<file path="config.mk">
export PLATFORM = sky130hd
export DESIGN_NAME = mmio_hub
export DESIGN_NICKNAME = d
export VERILOG_FILES = /design/src/rtl/mmio_hub.sv
export SDC_FILE = /design/constraint.sdc
export NUM_CORES = 1
export LEC_CHECK = 0
export BUFFER_PORTS_ARGS = -buffer_cell sky130_fd_sc_hd__buf_4
export CAP_MARGIN = 10
export CORE_MARGIN = 5
export CORE_UTILIZATION = 40
export CTS_CLUSTER_SIZE = 20
export DETAILED_ROUTE_END_ITERATION = 6
export PLACE_DENSITY = 0.57
export RECOVER_POWER = 25
export SKIP_CTS_REPAIR_TIMING = 1
export SYNTH_ARGS = -nofsm -noshare
export SYNTH_HDL_FRONTEND = slang
export SYNTH_SLANG_ARGS = --single-unit
</file>
<file path="constraint.sdc">
create_clock -name clk -period 7.9 [get_ports clk]
set_input_delay 1.58 -clock clk [delete_from_list [all_inputs] [get_ports clk]]
set_output_delay 1.58 -clock clk [all_outputs]
set_load 0.01 [all_outputs]
</file>
<file path="src/rtl/mmio_hub.sv">
// mmio_hub: memory-mapped I/O hub for the single-cycle core.
//
// Decodes a six-register word window at BASE (offsets 0x00..0x14) and
// forwards every other address, including window offsets 0x18..0x1F, to
// data RAM. It contains a keyboard byte FIFO with a sticky overflow flag, a
// microsecond timer with a compare interrupt, an LED register and an
// interrupt-enable control register.
//
// Ports:
//   clk, rst        system clock, asynchronous active-high reset
//   load, store     CPU load/store strobes for this cycle
//   access          funct3 of the access (only lw-width stores write registers)
//   addr, data_in   byte address and store data
//   kbd_valid/data  one-cycle scan byte strobe from the PS/2 receiver
//   ram_data_out    RAM read data, returned on window misses
//   ram_load/store  load/store forwarded to RAM on window misses
//   data_out        combinational load result
//   led_data        LED register
//   kbd_overflow    sticky FIFO overflow flag
//   irq             level interrupt to the core
//
// Register map (word offset):
//   0x00 KBD_DATA    read pops the FIFO head (0 when empty)
//   0x04 KBD_STATUS  {count, overflow, nonempty}; any write clears overflow
//   0x08 US_COUNT    microsecond counter; write loads it and zeroes the prescaler
//   0x0C TIMER_CMP   compare value; write clears the pending timer interrupt
//   0x10 LED         LED register
//   0x14 CTRL        bit0 timer irq enable, bit1 keyboard irq enable
module mmio_hub #(
  parameter logic [31:0] BASE       = 32'hfbadc000,
  parameter int          KBD_DEPTH  = 8,
  parameter int          CLK_PER_US = 50,
  parameter int          LED_WIDTH  = 32
) (
  input  logic                 clk,
  input  logic                 rst,
  input  logic                 load,
  input  logic                 store,
  input  logic [2:0]           access,
  input  logic [31:0]          addr,
  input  logic [31:0]          data_in,
  input  logic                 kbd_valid,
  input  logic [7:0]           kbd_data,
  input  logic [31:0]          ram_data_out,
  output logic                 ram_load,
  output logic                 ram_store,
  output logic [31:0]          data_out,
  output logic [LED_WIDTH-1:0] led_data,
  output logic                 kbd_overflow,
  output logic                 irq
);

  localparam int AW = $clog2(KBD_DEPTH);
  localparam int CW = AW + 1;
  localparam int PW = (CLK_PER_US > 1) ? $clog2(CLK_PER_US) : 1;
  localparam logic [PW-1:0] PRESC_LAST = PW'(CLK_PER_US - 1);
  localparam logic [CW-1:0] FIFO_FULL  = CW'(KBD_DEPTH);

  // Address decode
  logic       hit;
  logic [2:0] idx;
  logic       wr_en;
  logic       wr_stat, wr_us, wr_cmp, wr_led, wr_ctrl;

  assign idx       = addr[4:2];
  assign hit       = (addr[31:5] == BASE[31:5]) && (idx <= 3'd5);
  assign ram_load  = load & ~hit;
  assign ram_store = store & ~hit;

  // Narrow stores into the window are swallowed: not registers, not RAM.
  assign wr_en   = store & hit & (access == 3'b010);
  assign wr_stat = wr_en & (idx == 3'd1);
  assign wr_us   = wr_en & (idx == 3'd2);
  assign wr_cmp  = wr_en & (idx == 3'd3);
  assign wr_led  = wr_en & (idx == 3'd4);
  assign wr_ctrl = wr_en & (idx == 3'd5);

  logic unused_addr_lsbs;
  assign unused_addr_lsbs = ^addr[1:0];

  // Keyboard FIFO
  logic [7:0]    fifo_mem [KBD_DEPTH];
  logic [AW-1:0] wr_ptr_q, wr_ptr_d;
  logic [AW-1:0] rd_ptr_q, rd_ptr_d;
  logic [CW-1:0] count_q, count_d;
  logic          ovf_q, ovf_d;
  logic          nonempty, full, pop, push, ovf_set;
  logic [7:0]    head;

  assign nonempty = (count_q != '0);
  assign full     = (count_q == FIFO_FULL);
  assign head     = fifo_mem[rd_ptr_q];
  assign pop      = load & hit & (idx == 3'd0) & nonempty;
  // A pop in the same cycle frees the slot, so a push at full still lands.
  assign push     = kbd_valid & (~full | pop);
  assign ovf_set  = kbd_valid & full & ~pop;

  always_comb begin
    wr_ptr_d = push ? wr_ptr_q + 1'b1 : wr_ptr_q;
    rd_ptr_d = pop  ? rd_ptr_q + 1'b1 : rd_ptr_q;
    count_d  = count_q + CW'(push) - CW'(pop);
    // A new overflow in the same cycle as the clearing write is kept.
    ovf_d    = (ovf_q & ~wr_stat) | ovf_set;
  end

  always_ff @(posedge clk) begin
    if (push) fifo_mem[wr_ptr_q] <= kbd_data;
  end

  // Microsecond timer
  logic [PW-1:0] presc_q, presc_d;
  logic [31:0]   us_q, us_d;
  logic [31:0]   cmp_q, cmp_d;
  logic          pend_q, pend_d;
  logic          match;
  logic [31:0]   us_inc;

  assign us_inc = us_q + 32'd1;

  always_comb begin
    presc_d = presc_q;
    us_d    = us_q;
    match   = 1'b0;
    if (wr_us) begin
      us_d    = data_in;
      presc_d = '0;
    end else if (presc_q == PRESC_LAST) begin
      presc_d = '0;
      us_d    = us_inc;
      match   = (us_inc == cmp_q);
    end else begin
      presc_d = presc_q + 1'b1;
    end
    cmp_d  = wr_cmp ? data_in : cmp_q;
    pend_d = wr_cmp ? 1'b0 : (pend_q | match);
  end

  // LED and control
  logic [LED_WIDTH-1:0] led_q, led_d;
  logic [1:0]           ctrl_q, ctrl_d;

  always_comb begin
    led_d  = wr_led  ? data_in[LED_WIDTH-1:0] : led_q;
    ctrl_d = wr_ctrl ? data_in[1:0] : ctrl_q;
  end

  always_ff @(posedge clk or posedge rst) begin
    if (rst) begin
      wr_ptr_q <= '0;
      rd_ptr_q <= '0;
      count_q  <= '0;
      ovf_q    <= 1'b0;
      presc_q  <= '0;
      us_q     <= '0;
      cmp_q    <= 32'hffffffff;
      pend_q   <= 1'b0;
      led_q    <= '0;
      ctrl_q   <= '0;
    end else begin
      wr_ptr_q <= wr_ptr_d;
      rd_ptr_q <= rd_ptr_d;
      count_q  <= count_d;
      ovf_q    <= ovf_d;
      presc_q  <= presc_d;
      us_q     <= us_d;
      cmp_q    <= cmp_d;
      pend_q   <= pend_d;
      led_q    <= led_d;
      ctrl_q   <= ctrl_d;
    end
  end

  // Read mux
  logic [31:0] led_ext, cnt_ext, reg_rd;

  always_comb begin
    led_ext = '0;
    led_ext[LED_WIDTH-1:0] = led_q;
    cnt_ext = '0;
    cnt_ext[CW-1:0] = count_q;
    case (idx)
      3'd0:    reg_rd = nonempty ? {24'b0, head} : 32'b0;
      3'd1:    reg_rd = {16'b0, cnt_ext[7:0], 6'b0, ovf_q, nonempty};
      3'd2:    reg_rd = us_q;
      3'd3:    reg_rd = cmp_q;
      3'd4:    reg_rd = led_ext;
      3'd5:    reg_rd = {30'b0, ctrl_q};
      default: reg_rd = 32'b0;
    endcase
  end

  assign data_out     = hit ? reg_rd : ram_data_out;
  assign led_data     = led_q;
  assign kbd_overflow = ovf_q;
  assign irq          = (ctrl_q[0] & pend_q) | (ctrl_q[1] & nonempty);

endmodule

</file>
# Word-level counts from Yosys, hierarchy flattened
# Memories as Yosys holds them, arrays and structs flattened.
# Index checks and enable logic that the tools add are counted.
# word_totals
mem_count	1
in_bits	112
ram_bits	64
reg_bits	116
elab_cells	70
out_inout_bits	68
# op_classes
eq_ne	10
n_bitwise	26
n_lt_le_gt_ge	1
muxes	12
add_sub_neg	6
reduce_logical	4
# memory_table
name	depth	word_bits	rd	rd_clocked_by_memory_dff	write_ports	line_no	rtl
fifo_mem	8	8	1	0	1	82	logic [7:0] fifo_mem [KBD_DEPTH];
# ops
cell	count
case mux 32 bit (6 select lines)	1
two-way mux 32 bit	3
adder 32 x 1 -> 32 bit, second input constant	1
== test 32 bit	1
== test 27 bit, second input constant	1
bitwise AND 1 bit	18
two-way mux 6 bit	2
== test 3 x 2 -> 1 bit, second input constant	3
two-way mux 8 bit	1
adder 3 x 1 -> 3 bit, second input constant	2
adder 6 x 1 -> 6 bit, second input constant	1
== test 3 bit, second input constant	2
== test 6 bit, second input constant	1
two-way mux 1 bit	5
adder 4 x 1 -> 4 bit	1
== test 4 bit, second input constant	1
NOT 1 bit	4
OR 1 bit	4
nonzero test 4 bit	1
subtractor 4 x 1 -> 4 bit	1
== test 3 x 1 -> 1 bit, second input constant	1
<= comparator 3 bit, second input constant	1
logical NOT 3 bit	1
nonzero test 2 bit	1
logical AND 1 bit	1

# Depth between registers and ports, before layout
# logic_depth
word_depth	9
mapped_depth	10
ltp_nobuf	10

# Worst setup path before layout
# Ideal clock, no wire load.
# synth_timing
path_kind	input to output
from	input port addr[10]
to	output port data_out[23]
path_buffers	2
path_stages	7
t_required_ns	6.320
setup_slack_ns	3.066
t_arrival_ns	3.254
path_cell_list	nor4_1 nand4_1 nor4_2 clkbuf_1 buf_1 nor2_1 a21oi_1
# synth_via
elab_chain_len	3
# synth_rtl
item	line_no	rtl
start: declaration	40	input logic [31:0] addr,
== test 27 bit	66	assign hit = (addr[31:5] == BASE[31:5]) && (idx <= 3'd5);
logical AND 1 bit	66	
two-way mux 32 bit	192	assign data_out = hit ? reg_rd : ram_data_out;
end: declaration	47	output logic [31:0] data_out,
# No other way between the ends.

# Final worst setup path
# layout_timing
from	input port addr[10]
to	output port data_out[21]
# Same word-level chain as after synthesis.

==> qor.yml <==
outcome:
  run_status: "finished with violations"
  failing_checks: "max-capacitance violations, max-slew violations"
detailed_routing:
  met1_length_um: 11300
  drt_drc_violations_left: 0
  routed_wl_um: 25700
  post_drt_wl_per_cell_um: 18.5
  vias_per_cell: 5.27
  via_count: 7324
  drt_first_pass_iters: 5
  wl_met2_um: 13000
  dr.first_iter.drc_count: 392
  drt.antenna.violating_nets: 0
  dr.max_layer_used: "met4"
  route.met3.wl_um: 1090
synth:
  syn-cell-area_um2: 9970
  synthesis.nets: 1036
  synth_ff_type: "sky130_fd_sc_hd__dfrtp_1"
  syn_inst: 913
  synth_seq_area_share: 0.488
  ys.warnings.count: 0
  number_of_flops_mapped_to_enable_cells_by_yosys: 64
  synth_cell_type_count: 65
  syn_avg_cell_area_um2: 10.9
  async_flop_share: 0.644
  yosys_register_bits: 180
clock_network:
  clock_tree_from_tritoncts: "yes"
  clk_root_buffer_cell: "sky130_fd_sc_hd__clkbuf_16"
  clockBufferDepth: 2
  clkSlewWorstSetupHoldPaths_ns: 0.06
  cts_buffers: 17
  clock_latency_ns: 0.44
  clock_sinks: 180
  htreeDepth: 4
layout:
  final_cell_area_um2: 12100
  finalNetCount: 1175
  flow.area_growth_from_synthesis_pct: 21.1
  n_antenna_cell: 0
  fraction_of_layout_cells_with_a_size_suffix_above_1: 0.346
  utilization: 0.493
  nFillCells: 2258
floorplan:
  placementRows: 57
  die-area_um2: 28200
  floorplan.io_pins: 180
  initial_utilization: 0.408
  floorplan.die.height_um: 168
  die_w_um: 168
  core-area_um2: 24500
sta:
  worst_hold_slack_ns: 0.492
  final_report_setup_violation_count: 0
  rsz_0062_raised_after_global_routing: "no"
  maxClockFrequency_mhz: 181
  final_max_slew_viol_count: 68
  final_critical_path_setup_slack_ns: 2.36
  maxSlewHeadroom: -1.01
  min_period_ns: 5.54
  finalSetupTns_ns: 0
  hold_viol_final: 0
  final.period_utilization: 0.701
  clock_skew_ns: 0.0124
  worst_pin_slew_ns: 2.99
hold_path:
  holdPathEnd: "presc_q[0]$_DFF_PP0_"
  timing.hold.worst.start: "presc_q[0]$_DFF_PP0_"
  hold_depth: 1
  type_of_the_most_critical_hold_path: "flip-flop to flip-flop"
placement:
  globalplace.congestion: 0.829
  place_hpwl_um: 18500
  placement.setup.worst_slack_ns: 2.35
  io_buffers: 177
  place_area_um2: 11500
setup_path:
  path_max_fanout: 51
  critPathMaxStageDelay_ns: 1.03
  critical-path-top-delay-family: "simple AND/OR/NAND/NOR gates"
  worst_r2r_path_depth: 8
  cp_data_required_time_ns: 6.32
  path_common_cell: "sky130_fd_sc_hd__buf_4"
  worst-r2r-setup-slack_ns: 4.77
  cp_data_arrival_time_ns: 3.96
  crit-reg2reg-launch: "count_q[2]$_DFF_PP0_"
  worst-setup-path-type: "primary input to output pin"
  critical_path_buf_inv_count: 3
  reg2reg_to: "fifo_mem[3][6]$_DFFE_PP_"
  crit_chain: "buf_4 -> nor4_1 -> nand4_1 -> nor4_4 -> buf_12 -> nor2_1 -> a21oi_1 -> buf_4"
  cp_startpoint_kind: "primary input"
  end_kind: "output pin"
  critical_path.slowest_cell: "sky130_fd_sc_hd__nor4_4"
run:
  max_capacitance_violation_total: 1
global_routing:
  initial_antenna_violation_count: 0
  grt_pass1_wl_um: 41300
  groute.usage.overall: 0.184
  grt.overflow.total: 0
  via_count_of_the_first_global_routing_pass: 7461
  grt_max_degree: 68
pwr:
  leakage_uw: 0.00511
  powerDensity_nw_per_um2: 183
  vdd.ir_drop.worst_uv: 128
[synth_stat cells (9+ instances only)]
master | count | area [um^2]
sky130_fd_sc_hd__nor2_1 | 135 | 507
sky130_fd_sc_hd__a21oi_1 | 95 | 475
sky130_fd_sc_hd__mux2_2 | 87 | 980
sky130_fd_sc_hd__dfrtp_1 | 84 | 2100
sky130_fd_sc_hd__edfxtp_1 | 64 | 1920
sky130_fd_sc_hd__xnor2_1 | 62 | 543
sky130_fd_sc_hd__nand2_1 | 44 | 165
sky130_fd_sc_hd__clkbuf_1 | 34 | 128
sky130_fd_sc_hd__dfstp_2 | 32 | 841
sky130_fd_sc_hd__xor2_1 | 23 | 201
sky130_fd_sc_hd__mux2i_1 | 22 | 220
sky130_fd_sc_hd__nand3_1 | 18 | 90.1
sky130_fd_sc_hd__nor3_1 | 17 | 85.1
sky130_fd_sc_hd__buf_2 | 16 | 80.1
sky130_fd_sc_hd__inv_1 | 16 | 60.1
sky130_fd_sc_hd__mux4_2 | 16 | 360
sky130_fd_sc_hd__nand4_1 | 14 | 87.6
sky130_fd_sc_hd__ha_1 | 10 | 125
sky130_fd_sc_hd__nor2b_1 | 9 | 56.3
[metal layers]
metal | GRT usage | vias up
li1 | - | 3556
met1 | 0.241 | 3605
met2 | 0.317 | 139
met3 | 0.0385 | 24
met4 | 0.0367 | 0
met5 | 0 | -
[metrics by stage]
step / cells / total power (uW)
6_report: 1389 / 2210
5_1_grt: 1389 / 2320
4_1_cts: 1389 / 2250
3_5_place_dp: 1357 / 1400
3_3_place_gp: 1357 / 1390
2_1_floorplan: 913 / 1250
[sequential cells by signal, indices dropped and copies added (netlist names)]
register,count
wr_ptr_q,3
led_data,32
kbd_overflow,1
count_q,4
fifo_mem,64
pend_q,1
rd_ptr_q,3
us_q,32
cmp_q,32
ctrl_q,2
presc_q,6
[report_power, final]
group | internal [uW] | leakage [uW] | switching, uW
Clock | 425 | 0.000284 | 419
Combinational | 130 | 0.00293 | 162
Sequential | 1040 | 0.00190 | 36.9
Total | 1600 | 0.00511 | 618
[kinds of logic (layout without fill, tap and decap cells)]
group / after synthesis / in the layout / share of synthesized area
xor gates and xnor gates: 85 / 85 / 0.0747
and+or+nand+nor: 290 / 290 / 0.148
muxes: 125 / 125 / 0.156
adders and majority gates: 11 / 11 / 0.0146
AOI/OAI and AO/OA: 142 / 142 / 0.0847
DFF: 180 / 180 / 0.488
buffers and inverters: 80 / 232 / 0.0334
[placed cells by master, fill, tap and decap left out, types with 6 or more instances in the layout]
master                        n
sky130_fd_sc_hd__buf_4      174
sky130_fd_sc_hd__nor2_1     135
sky130_fd_sc_hd__a21oi_1     95
sky130_fd_sc_hd__mux2_2      87
sky130_fd_sc_hd__dfrtp_1     84
sky130_fd_sc_hd__edfxtp_1    64
sky130_fd_sc_hd__xnor2_1     62
sky130_fd_sc_hd__nand2_1     44
sky130_fd_sc_hd__dfstp_2     32
sky130_fd_sc_hd__xor2_1      23
sky130_fd_sc_hd__mux2i_1     22
sky130_fd_sc_hd__nand3_1     18
sky130_fd_sc_hd__clkbuf_16   17
sky130_fd_sc_hd__mux4_2      16
sky130_fd_sc_hd__inv_1       15
sky130_fd_sc_hd__nor3_1      15
sky130_fd_sc_hd__nand4_1     14
sky130_fd_sc_hd__ha_1        10
sky130_fd_sc_hd__nor2b_1      8
sky130_fd_sc_hd__inv_8        8
sky130_fd_sc_hd__clkbuf_1     8
sky130_fd_sc_hd__o21ai_0      7
sky130_fd_sc_hd__a222oi_1     6
sky130_fd_sc_hd__a211oi_1     6
sky130_fd_sc_hd__nor4_1       6
[area by class of cell]
| class | count | area [um^2] | share of cell area |
|---|---|---|---|
| well taps | 324 | 405 | 0.0336 |
| clock buffers | 17 | 425 | 0.0352 |
| repair buffers | 184 | 1360 | 0.113 |
| clock inverters | 15 | 153 | 0.0126 |
| multi-input cells | 653 | 4800 | 0.397 |
| flip-flops and latches | 180 | 4860 | 0.403 |
| inverters | 16 | 61.3 | 0.00508 |
[worst max path at each step]
| stage | cells after the start | from | slack (ns) | end |
|---|---|---|---|---|
| finish | 8 | addr[10] | 2.36 | data_out[21] |
| global route | 8 | addr[17] | 2.14 | data_out[2] |
| CTS | 8 | addr[10] | 2.34 | data_out[19] |
| detailed placement | 8 | addr[10] | 2.35 | data_out[19] |
| global placement | 8 | addr[10] | 2.40 | data_out[7] |
| floorplan | 7 | addr[10] | 3.07 | data_out[23] |
[worst reg2reg max path, cell delays in order (launching register included)]
cell	delay (ns)
sky130_fd_sc_hd__dfrtp_1	0.38
sky130_fd_sc_hd__inv_1	0.10
sky130_fd_sc_hd__ha_1	0.23
sky130_fd_sc_hd__a2111oi_2	0.29
sky130_fd_sc_hd__buf_4	0.24
sky130_fd_sc_hd__nand3_2	0.16
sky130_fd_sc_hd__a21boi_1	0.34
sky130_fd_sc_hd__nand2_1	0.18
sky130_fd_sc_hd__nor2_1	0.81
(Power assumes the default switching activity.)
